**src/rtl/mole_game_ctrl.sv**
```systemverilog
// Whack-a-mole game logic: picks mole holes from an LFSR, judges guesses, keeps a
// saturating two-digit BCD score and runs the round timer feeding vga_display.
module mole_game_ctrl #(
  parameter int unsigned TICK_DIV       = 25000000,
  parameter int unsigned MOLE_TICKS     = 2,
  parameter int unsigned FEEDBACK_TICKS = 1,
  parameter int unsigned GAME_TICKS     = 60,
  parameter logic [15:0] LFSR_SEED      = 16'hACE1
) (
  input  logic       clk,
  input  logic       rst,
  input  logic       start,
  input  logic       guess_valid,
  input  logic [2:0] guess_pos,
  output logic [2:0] mole_position,
  output logic       guess_correct,
  output logic       guess_wrong,
  output logic       game_over,
  output logic [3:0] digit_1,
  output logic [3:0] digit_2
);

  localparam int unsigned DivW  = (TICK_DIV > 1) ? $clog2(TICK_DIV) : 1;
  localparam int unsigned MoleW = $clog2(MOLE_TICKS + 1);
  localparam int unsigned FbW   = $clog2(FEEDBACK_TICKS + 1);
  localparam int unsigned GameW = $clog2(GAME_TICKS + 1);

  localparam logic [DivW-1:0]  DivLast   = DivW'(TICK_DIV - 1);
  localparam logic [MoleW-1:0] MoleLoad  = MoleW'(MOLE_TICKS);
  localparam logic [FbW-1:0]   FbLoad    = FbW'(FEEDBACK_TICKS);
  localparam logic [GameW-1:0] GameLoad  = GameW'(GAME_TICKS);
  localparam logic [MoleW-1:0] MoleOne   = MoleW'(1);
  localparam logic [FbW-1:0]   FbOne     = FbW'(1);
  localparam logic [GameW-1:0] GameOne   = GameW'(1);

  typedef enum logic [1:0] {StIdle, StShow, StFb, StOver} state_e;

  state_e           state_q, state_d;
  logic [DivW-1:0]  div_q, div_d;
  logic [15:0]      lfsr_q, lfsr_d;
  logic [MoleW-1:0] mole_cnt_q, mole_cnt_d;
  logic [FbW-1:0]   fb_cnt_q, fb_cnt_d;
  logic [GameW-1:0] game_cnt_q, game_cnt_d;
  logic [2:0]       mole_q, mole_d;
  logic             correct_q, correct_d;
  logic             wrong_q, wrong_d;
  logic             over_q, over_d;
  logic [3:0]       tens_q, tens_d;
  logic [3:0]       ones_q, ones_d;

  logic       tick;
  logic       game_expire;
  logic [2:0] new_mole;
  logic [3:0] tens_inc, ones_inc;

  assign tick        = (div_q == DivLast);
  assign div_d       = tick ? '0 : div_q + DivW'(1);
  assign lfsr_d      = {lfsr_q[14:0], lfsr_q[15] ^ lfsr_q[13] ^ lfsr_q[12] ^ lfsr_q[10]};
  assign game_expire = tick && (game_cnt_q <= GameOne);
  // Bump a repeated candidate by one so consecutive moles never share a hole.
  assign new_mole    = (lfsr_q[2:0] == mole_q) ? mole_q + 3'd1 : lfsr_q[2:0];

  always_comb begin
    tens_inc = tens_q;
    ones_inc = ones_q;
    if (!(tens_q == 4'd9 && ones_q == 4'd9)) begin
      if (ones_q == 4'd9) begin
        ones_inc = 4'd0;
        tens_inc = tens_q + 4'd1;
      end else begin
        ones_inc = ones_q + 4'd1;
      end
    end
  end

  always_comb begin
    state_d    = state_q;
    mole_cnt_d = mole_cnt_q;
    fb_cnt_d   = fb_cnt_q;
    game_cnt_d = game_cnt_q;
    mole_d     = mole_q;
    correct_d  = correct_q;
    wrong_d    = wrong_q;
    over_d     = over_q;
    tens_d     = tens_q;
    ones_d     = ones_q;

    unique case (state_q)
      StIdle, StOver: begin
        if (start) begin
          state_d    = StShow;
          tens_d     = 4'd0;
          ones_d     = 4'd0;
          game_cnt_d = GameLoad;
          mole_d     = new_mole;
          mole_cnt_d = MoleLoad;
          correct_d  = 1'b0;
          wrong_d    = 1'b0;
          over_d     = 1'b0;
        end
      end

      StShow: begin
        if (game_expire) begin
          state_d    = StOver;
          game_cnt_d = '0;
          over_d     = 1'b1;
          correct_d  = 1'b0;
          wrong_d    = 1'b0;
        end else begin
          if (tick) begin
            game_cnt_d = game_cnt_q - GameOne;
            mole_cnt_d = mole_cnt_q - MoleOne;
          end
          if (guess_valid) begin
            state_d  = StFb;
            fb_cnt_d = FbLoad;
            if (guess_pos == mole_q) begin
              correct_d = 1'b1;
              tens_d    = tens_inc;
              ones_d    = ones_inc;
            end else begin
              wrong_d = 1'b1;
            end
          end else if (tick && (mole_cnt_q <= MoleOne)) begin
            state_d  = StFb;
            fb_cnt_d = FbLoad;
            wrong_d  = 1'b1;
          end
        end
      end

      StFb: begin
        if (game_expire) begin
          state_d    = StOver;
          game_cnt_d = '0;
          over_d     = 1'b1;
          correct_d  = 1'b0;
          wrong_d    = 1'b0;
        end else if (tick) begin
          game_cnt_d = game_cnt_q - GameOne;
          fb_cnt_d   = fb_cnt_q - FbOne;
          if (fb_cnt_q <= FbOne) begin
            state_d    = StShow;
            correct_d  = 1'b0;
            wrong_d    = 1'b0;
            mole_d     = new_mole;
            mole_cnt_d = MoleLoad;
          end
        end
      end

      default: state_d = StIdle;
    endcase
  end

  always_ff @(posedge clk or posedge rst) begin
    if (rst) begin
      state_q    <= StIdle;
      div_q      <= '0;
      lfsr_q     <= LFSR_SEED;
      mole_cnt_q <= '0;
      fb_cnt_q   <= '0;
      game_cnt_q <= '0;
      mole_q     <= 3'd0;
      correct_q  <= 1'b0;
      wrong_q    <= 1'b0;
      over_q     <= 1'b0;
      tens_q     <= 4'd0;
      ones_q     <= 4'd0;
    end else begin
      state_q    <= state_d;
      div_q      <= div_d;
      lfsr_q     <= lfsr_d;
      mole_cnt_q <= mole_cnt_d;
      fb_cnt_q   <= fb_cnt_d;
      game_cnt_q <= game_cnt_d;
      mole_q     <= mole_d;
      correct_q  <= correct_d;
      wrong_q    <= wrong_d;
      over_q     <= over_d;
      tens_q     <= tens_d;
      ones_q     <= ones_d;
    end
  end

  assign mole_position = mole_q;
  assign guess_correct = correct_q;
  assign guess_wrong   = wrong_q;
  assign game_over     = over_q;
  assign digit_1       = tens_q;
  assign digit_2       = ones_q;

endmodule

```
**config.mk**
```make
export PLATFORM = sky130hd
export DESIGN_NAME = mole_game_ctrl
export DESIGN_NICKNAME = d
export VERILOG_FILES = /design/src/rtl/mole_game_ctrl.sv
export SDC_FILE = /design/constraint.sdc
export NUM_CORES = 1
export LEC_CHECK = 0
export CAP_MARGIN = 20
export CORE_UTILIZATION = 45
export CTS_CLUSTER_DIAMETER = 60
export DETAILED_ROUTE_END_ITERATION = 16
export DONT_BUFFER_PORTS = 1
export SLEW_MARGIN = 15
export SYNTH_ARGS = -nofsm -noshare
export SYNTH_HDL_FRONTEND = slang
export SYNTH_SLANG_ARGS = --single-unit
```
**constraint.sdc**
```tcl
create_clock -name clk -period 2.3 [get_ports clk]
set_input_delay 0.115 -clock clk [delete_from_list [all_inputs] [get_ports clk]]
set_output_delay 0.115 -clock clk [all_outputs]
set_load 0.005 [all_outputs]
```
==> reports/results.tsv, run 1 <==
metric	value	unit
status	completed	
Syn Std Cell Area	3421	sq um
Setup TNS	0	ns
CTS clk-pin slew, worst paths	0.07	ns
Final Cycle Share	92.25	%
Yosys reg bits	65	
Nets	370	
Cell Area, Placed	3601	sq um
LEAKAGE	0.001672	uW
initial antenna violation count	0	
CP Capture Type	flip-flop	
Critical Path Source Type	flip-flop	
1st-iter DRT viols	136	
register share of total power	41.4	%
Cell Int Power	2246	uW
htree depth	3	
Synth area leaders	dfrtp_1 42%, dfstp_2 6.1%, xnor2_1 5.1%, ha_1 4.0%, nand3_1 3.4%	
dpl cells	437	
Fillers	701	
largest net degree at the start of global routing	25	
DR vias	2547	
minimum hold slack	0.05284	ns
slew margin rel.	69.11	%
clock skew	0.006873	ns
setup violators final	0	
Sw Pwr	1158	uW
largest area contributor in the netlist	dfrtp_1	
post-route insts no fill	456	
Hold Path Class	in2reg	
first-pass GRT wire length	11.72	mm
drt wl/cell	15.47	um
EDFF count, synth	0	
critical path arrival	2.33	ns
worst vdd ir	496.2	uV
Cells after Synth	334	
HPWL after DPL	4.917	mm
Tot GR Track Use	19.77	%
Max FO, Critical Path	9	
vias in the first global route	2390	
Die Y	89.19	um
total power	3404	uW
CORE AREA	7292	sq um
Primary FF master, synth	dfrtp_1	
final routed DRC violation total	0	
starting density of the core	46.91	%
Root Buffer	clkbuf_8	
Worst EP required	2.51	ns
Synth Net Count	352	
Vias/cell	5.586	
Multi-input gate area	1664	sq um
share of layout cells above drive strength 1	14.29	%
switching share of total power	34.02	%
crit path kind	reg2reg	
Avg Synthesized Cell Area	10.24	sq um
gr ovfl total	0	
Comb power frac	30.7	%
ANT cells	0	
pins over their slew limit	0	
io pins	21	
Inserted Clock Buffers	9	
row cnt	31	
final wirelength	7.053	mm
Final min period	2.122	ns
Pre-antenna DRT Iters	4	
Worst Tran Pin Value	0.4627	ns
antenna-violating nets left	0	
endpoints failing hold	0	
Die X	89.19	um
CTS tree	yes	
RSZ-0062 raised after global routing	no	
Max-Cap Viols	0	
area grow syn2layout	11.67	%
Clk pwr share	27.8	%
sequential cell area fraction in the yosys report	47.84	%
IO Port Bufs	0	
PwrDens	891.2	nW/um^2
post-route cell area	3820	sq um
yosys warns	0	
Clock Tree Buf Depth	2	
Async S/R FF share, synth	100.0	%
Post-CTS Resized	0	
RD Place Congestion	0.7904	
number of distinct library cells after synthesis	60	
sequential cell area	1637	sq um
TritonCTS sink count	65	
Clk Latency, worst-skew pair	0.34	ns
die area	7954	sq um
Max Fclk	471.3	MHz
share of the synthesized area in the top cell type	41.70	%
-- cell usage after synthesis (3+ instances only) --
master / number
clkbuf_1: 5
xor2_1: 8
nor2b_1: 5
o21a_1: 3
buf_4: 3
a221o_1: 3
or3_1: 4
nor3b_1: 3
mux2i_1: 3
nor4b_1: 3
nand2_1: 23
dfstp_2: 8
nor4_1: 7
ha_1: 11
nor2_1: 24
dfrtp_1: 57
and4_1: 6
o211ai_1: 5
a21o_1: 3
nor3_1: 9
nand4_1: 13
nand3b_1: 4
o21ai_0: 12
nand3_1: 23
inv_1: 17
buf_2: 3
a21oi_1: 9
xnor2_1: 20
-- what timing repair did --
| action | CTS | global route |
|---|---|---|
| setup buffers | 0 | 0 |
| hold buffers | 3 | 0 |
| hold endpoints to repair | 17 | 0 |
-- cells by family after synthesis --
logic type / synth area share, %
buf+inv: 3.511
xor+xnor: 7.169
compound gates: 10.90
flops: 47.84
fa+ha+maj: 4.023
simple gates: 25.02
mux: 1.536
-- worst max-delay path, stage by stage, from the launching register on --
cell and delay (ns):
dfrtp_1 0.41, ha_1 0.21, and2_0 0.26, and4_1 0.40, nand3_2 0.26, a221oi_1 0.37
a21oi_1 0.09
-- final cells by class --
type,instances,area share (%)
timing repair buffer,18,3.734
sequential,65,42.84
clock inverter,3,1.048
tap,99,3.243
inverter,17,1.670
clock buffer,13,3.898
multi-input combinational,241,43.56
-- power by group through the flow --
stage	Combinational, uW	Clock [uW]	Sequential, uW
floorplan	771	0	1400
global placement	1020	0	1430
detailed placement	1030	0	1430
CTS	1040	985	1410
global route	1190	1030	1430
finish	1050	947	1410
-- sequential cells by signal (all words and copies together), names as in the netlist --
name,cells
digit_1,4
guess_wrong,1
digit_2,4
game_over,1
div_q,25
guess_correct,1
mole_cnt_q,2
lfsr_q,16
state_q,2
mole_position,3
game_cnt_q,6
-- stage by stage --
step,utilization (%),setup WS [ns]
6_report,52.39,0.1782
3_5_place_dp,49.38,0.1771
4_1_cts,52.39,0.1835
3_3_place_gp,49.38,0.2947
2_1_floorplan,-,0.4010
5_1_grt,52.39,0.01870
-- cell usage in the layout, fill, tap and decap left out, types with 6 or more instances in the layout --
| cell | n |
|---|---|
| dfrtp_1 | 57 |
| nor2_1 | 24 |
| nand2_1 | 23 |
| nand3_1 | 23 |
| xnor2_1 | 20 |
| inv_1 | 16 |
| buf_4 | 15 |
| nand4_1 | 13 |
| o21ai_0 | 12 |
| ha_1 | 11 |
| clkbuf_8 | 10 |
| nor3_1 | 9 |
| a21oi_1 | 9 |
| xor2_1 | 8 |
| dfstp_2 | 8 |
| nor4_1 | 7 |
| and4_1 | 6 |
-- metal layers --
| layer | track usage (%) | vias to the layer above | part of all wire (%) | wire length, um |
|---|---|---|---|---|
| met5 | 0 | - | 0 | 0 |
| met4 | 6.494 | 0 | 1.7 | 119 |
| met3 | 7.202 | 12 | 5.3 | 372 |
| met2 | 28.11 | 64 | 44 | 3085 |
| met1 | 27.89 | 1223 | 49 | 3476 |
| li1 | - | 1248 | - | - |
-- final timing paths --
check,start,to,slack [ns],depth (start not counted)
max reg2reg,div_q[0],guess_correct,0.18,6
min in group asynchronous,rst,lfsr_q[14],0.25,2
min reg2reg,lfsr_q[9],lfsr_q[10],0.35,0
max,div_q[0],guess_correct,0.18,6
min,start,game_cnt_q[2],0.05,2
max in group asynchronous,rst,lfsr_q[5],1.34,3
Note: power is estimated with default switching activity, not from simulation.
==> run 2: changes to the inputs <==
- CTS_BUF_LIST: default -> sky130_fd_sc_hd__clkbuf_16
==> run 2 against run 1 <==
Effect of this change: count of clock-buffer cells in the layout decreased by 4; via count down 0.63%; sequential share of layout area is 1.0 points lower; critical path depth stayed put; worst hold slack better by 0.018 ns; register-to-register slack hardly changed; die area unchanged; clock skew down 0.0013 ns; cell area rose by 2.4%; setup slack improved by 0.0048 ns; combinational power is essentially flat; power increased by 10%.
==> reports/results.tsv, run 2 (same netlist as run 1, synthesis figures left out) <==
metric	value	unit
Comb power frac	28.0	%
Pre-antenna DRT Iters	4	
first-pass GRT wire length	11.74	mm
Biggest register	div_q	
Fillers	691	
Worst Tran Pin Value	0.4662	ns
htree depth	3	
postcts setup bufs	0	
Die Y	89.19	um
Hold Path Class	in2reg	
RSZ-0062 raised after global routing	no	
pins over their slew limit	0	
Worst R2R Setup Slack	0.18	ns
Reg2Reg Launch Point	div_q[0]	
CORE AREA	7292	sq um
share of layout cells above drive strength 1	14.01	%
switching share of total power	32.29	%
final routed DRC violation total	0	
gr ovfl total	0	
row cnt	31	
minimum hold slack	0.07059	ns
1st-iter DRT viols	147	
critical path arrival	2.31	ns
Nets	370	
Max-Cap Viols	0	
crit path kind	reg2reg	
LEAKAGE	0.001725	uW
Multi-input gate area	1664	sq um
Max FO, Critical Path	9	
Die X	89.19	um
Vias/cell	5.550	
slew margin rel.	68.88	%
Max Fclk	472.4	MHz
starting density of the core	46.91	%
Inserted Clock Buffers	9	
Cell Int Power	2538	uW
initial antenna violation count	0	
Clk pwr share	34.2	%
largest net degree at the start of global routing	25	
DR vias	2531	
endpoints failing hold	0	
clock skew	0.005548	ns
r2r worst-path depth	6	
commonest cells after routing, fill and taps aside	57 x dfrtp_1, 24 x nor2_1, 23 x nand2_1, 23 x nand3_1, 20 x xnor2_1	
Worst Setup EP	guess_correct	
CTS tree	yes	
status	completed	
Tot GR Track Use	19.93	%
io pins	21	
most common cell after layout, fill and taps aside	dfrtp_1	
sequential cell area	1637	sq um
IO Port Bufs	0	
drt wl/cell	15.53	um
vias in the first global route	2385	
Final min period	2.117	ns
antenna-violating nets left	0	
register share of total power	37.7	%
CTS clk-pin slew, worst paths	0.05	ns
PwrDens	958.3	nW/um^2
Final Cycle Share	92.04	%
Setup TNS	0	ns
ANT cells	0	
Crit Reg-Reg Endpoint	guess_correct	
max reg flops	25	
Clk Latency, worst-skew pair	0.32	ns
Hold Startpoint	start	
die area	7954	sq um
setup violators final	0	
Setup crit start	div_q[0]	
Cell Area, Placed	3601	sq um
Post-CTS Resized	0	
total power	3748	uW
CP Capture Type	flip-flop	
top flop regs	div_q x25, lfsr_q x16, game_cnt_q x6	
area grow syn2layout	14.34	%
HPWL after DPL	4.917	mm
worst vdd ir	537.2	uV
TritonCTS sink count	65	
post-route cell area	3911	sq um
Clock Tree Buf Depth	2	
Critical Path Source Type	flip-flop	
RD Place Congestion	0.7904	
Worst EP required	2.49	ns
final wirelength	7.080	mm
Root Buffer	clkbuf_16	
Sw Pwr	1210	uW
-- run 2: changes by cell type in the layout (fill, tap and decap cells not counted) --
cell	before	now
clkbuf_16	0	9
clkinv_1	0	1
clkbuf_1	3	0
inv_1	16	19
clkbuf_8	10	0
-- run 2: final cells by class --
cell class	count	area share [%]
Multi-Input combinational cell	241	42.55
Sequential cell	65	41.84
Clock buffer	9	5.758
Timing Repair Buffer	18	3.647
Tap cell	99	3.167
Inverter	17	1.631
Clock inverter	7	1.408
-- run 2: timing repair --
item / in CTS / in global routing
hold buffers: 3 / 0
setup endpoints to repair: 0 / 0
endpoints found under the hold margin: 17 / 0
-- run 2: worst min path at each step --
stage	to	slack, ns	cells past startpoint
floorplan	game_over	0.22	1
global placement	lfsr_q[8]	0.04	1
detailed placement	lfsr_q[8]	0.05	1
CTS	game_cnt_q[2]	0.06	2
global route	game_cnt_q[2]	0.09	2
finish	game_cnt_q[2]	0.07	2
-- run 2: metal layers --
layer,part of all wire (%),up-vias,track usage (%),wire length (um)
li1,-,1252,-,-
met1,50,1207,27.77,3508
met2,44,65,28.73,3119
met3,4.9,7,6.925,347
met4,1.5,0,7.071,104
met5,0,-,0,0
-- run 2: critical path: stages, from the launching register on --
cell      delay [ns]
dfrtp_1         0.40
ha_1            0.21
and2_0          0.26
and4_1          0.40
nand3_2         0.26
a221oi_1        0.37
a21oi_1         0.09
-- run 2: stage by stage --
step	utilization (%)	worst slack (ns)	instances
after floorplan	-	0.4010	334
after global placement	49.38	0.2947	437
after detailed placement	49.38	0.1771	437
after CTS	53.64	0.1871	456
after global routing	53.64	0.02425	456
final	53.64	0.1830	456
-- run 2: power by group through the flow --
stage / logic (uW) / clock network, uW / registers, uW
after floorplan: 771 / 0 / 1400
after CTS: 1040 / 1320 / 1410
after global placement: 1020 / 0 / 1430
final: 1050 / 1280 / 1410
after global routing: 1190 / 1360 / 1440
after detailed placement: 1030 / 0 / 1430
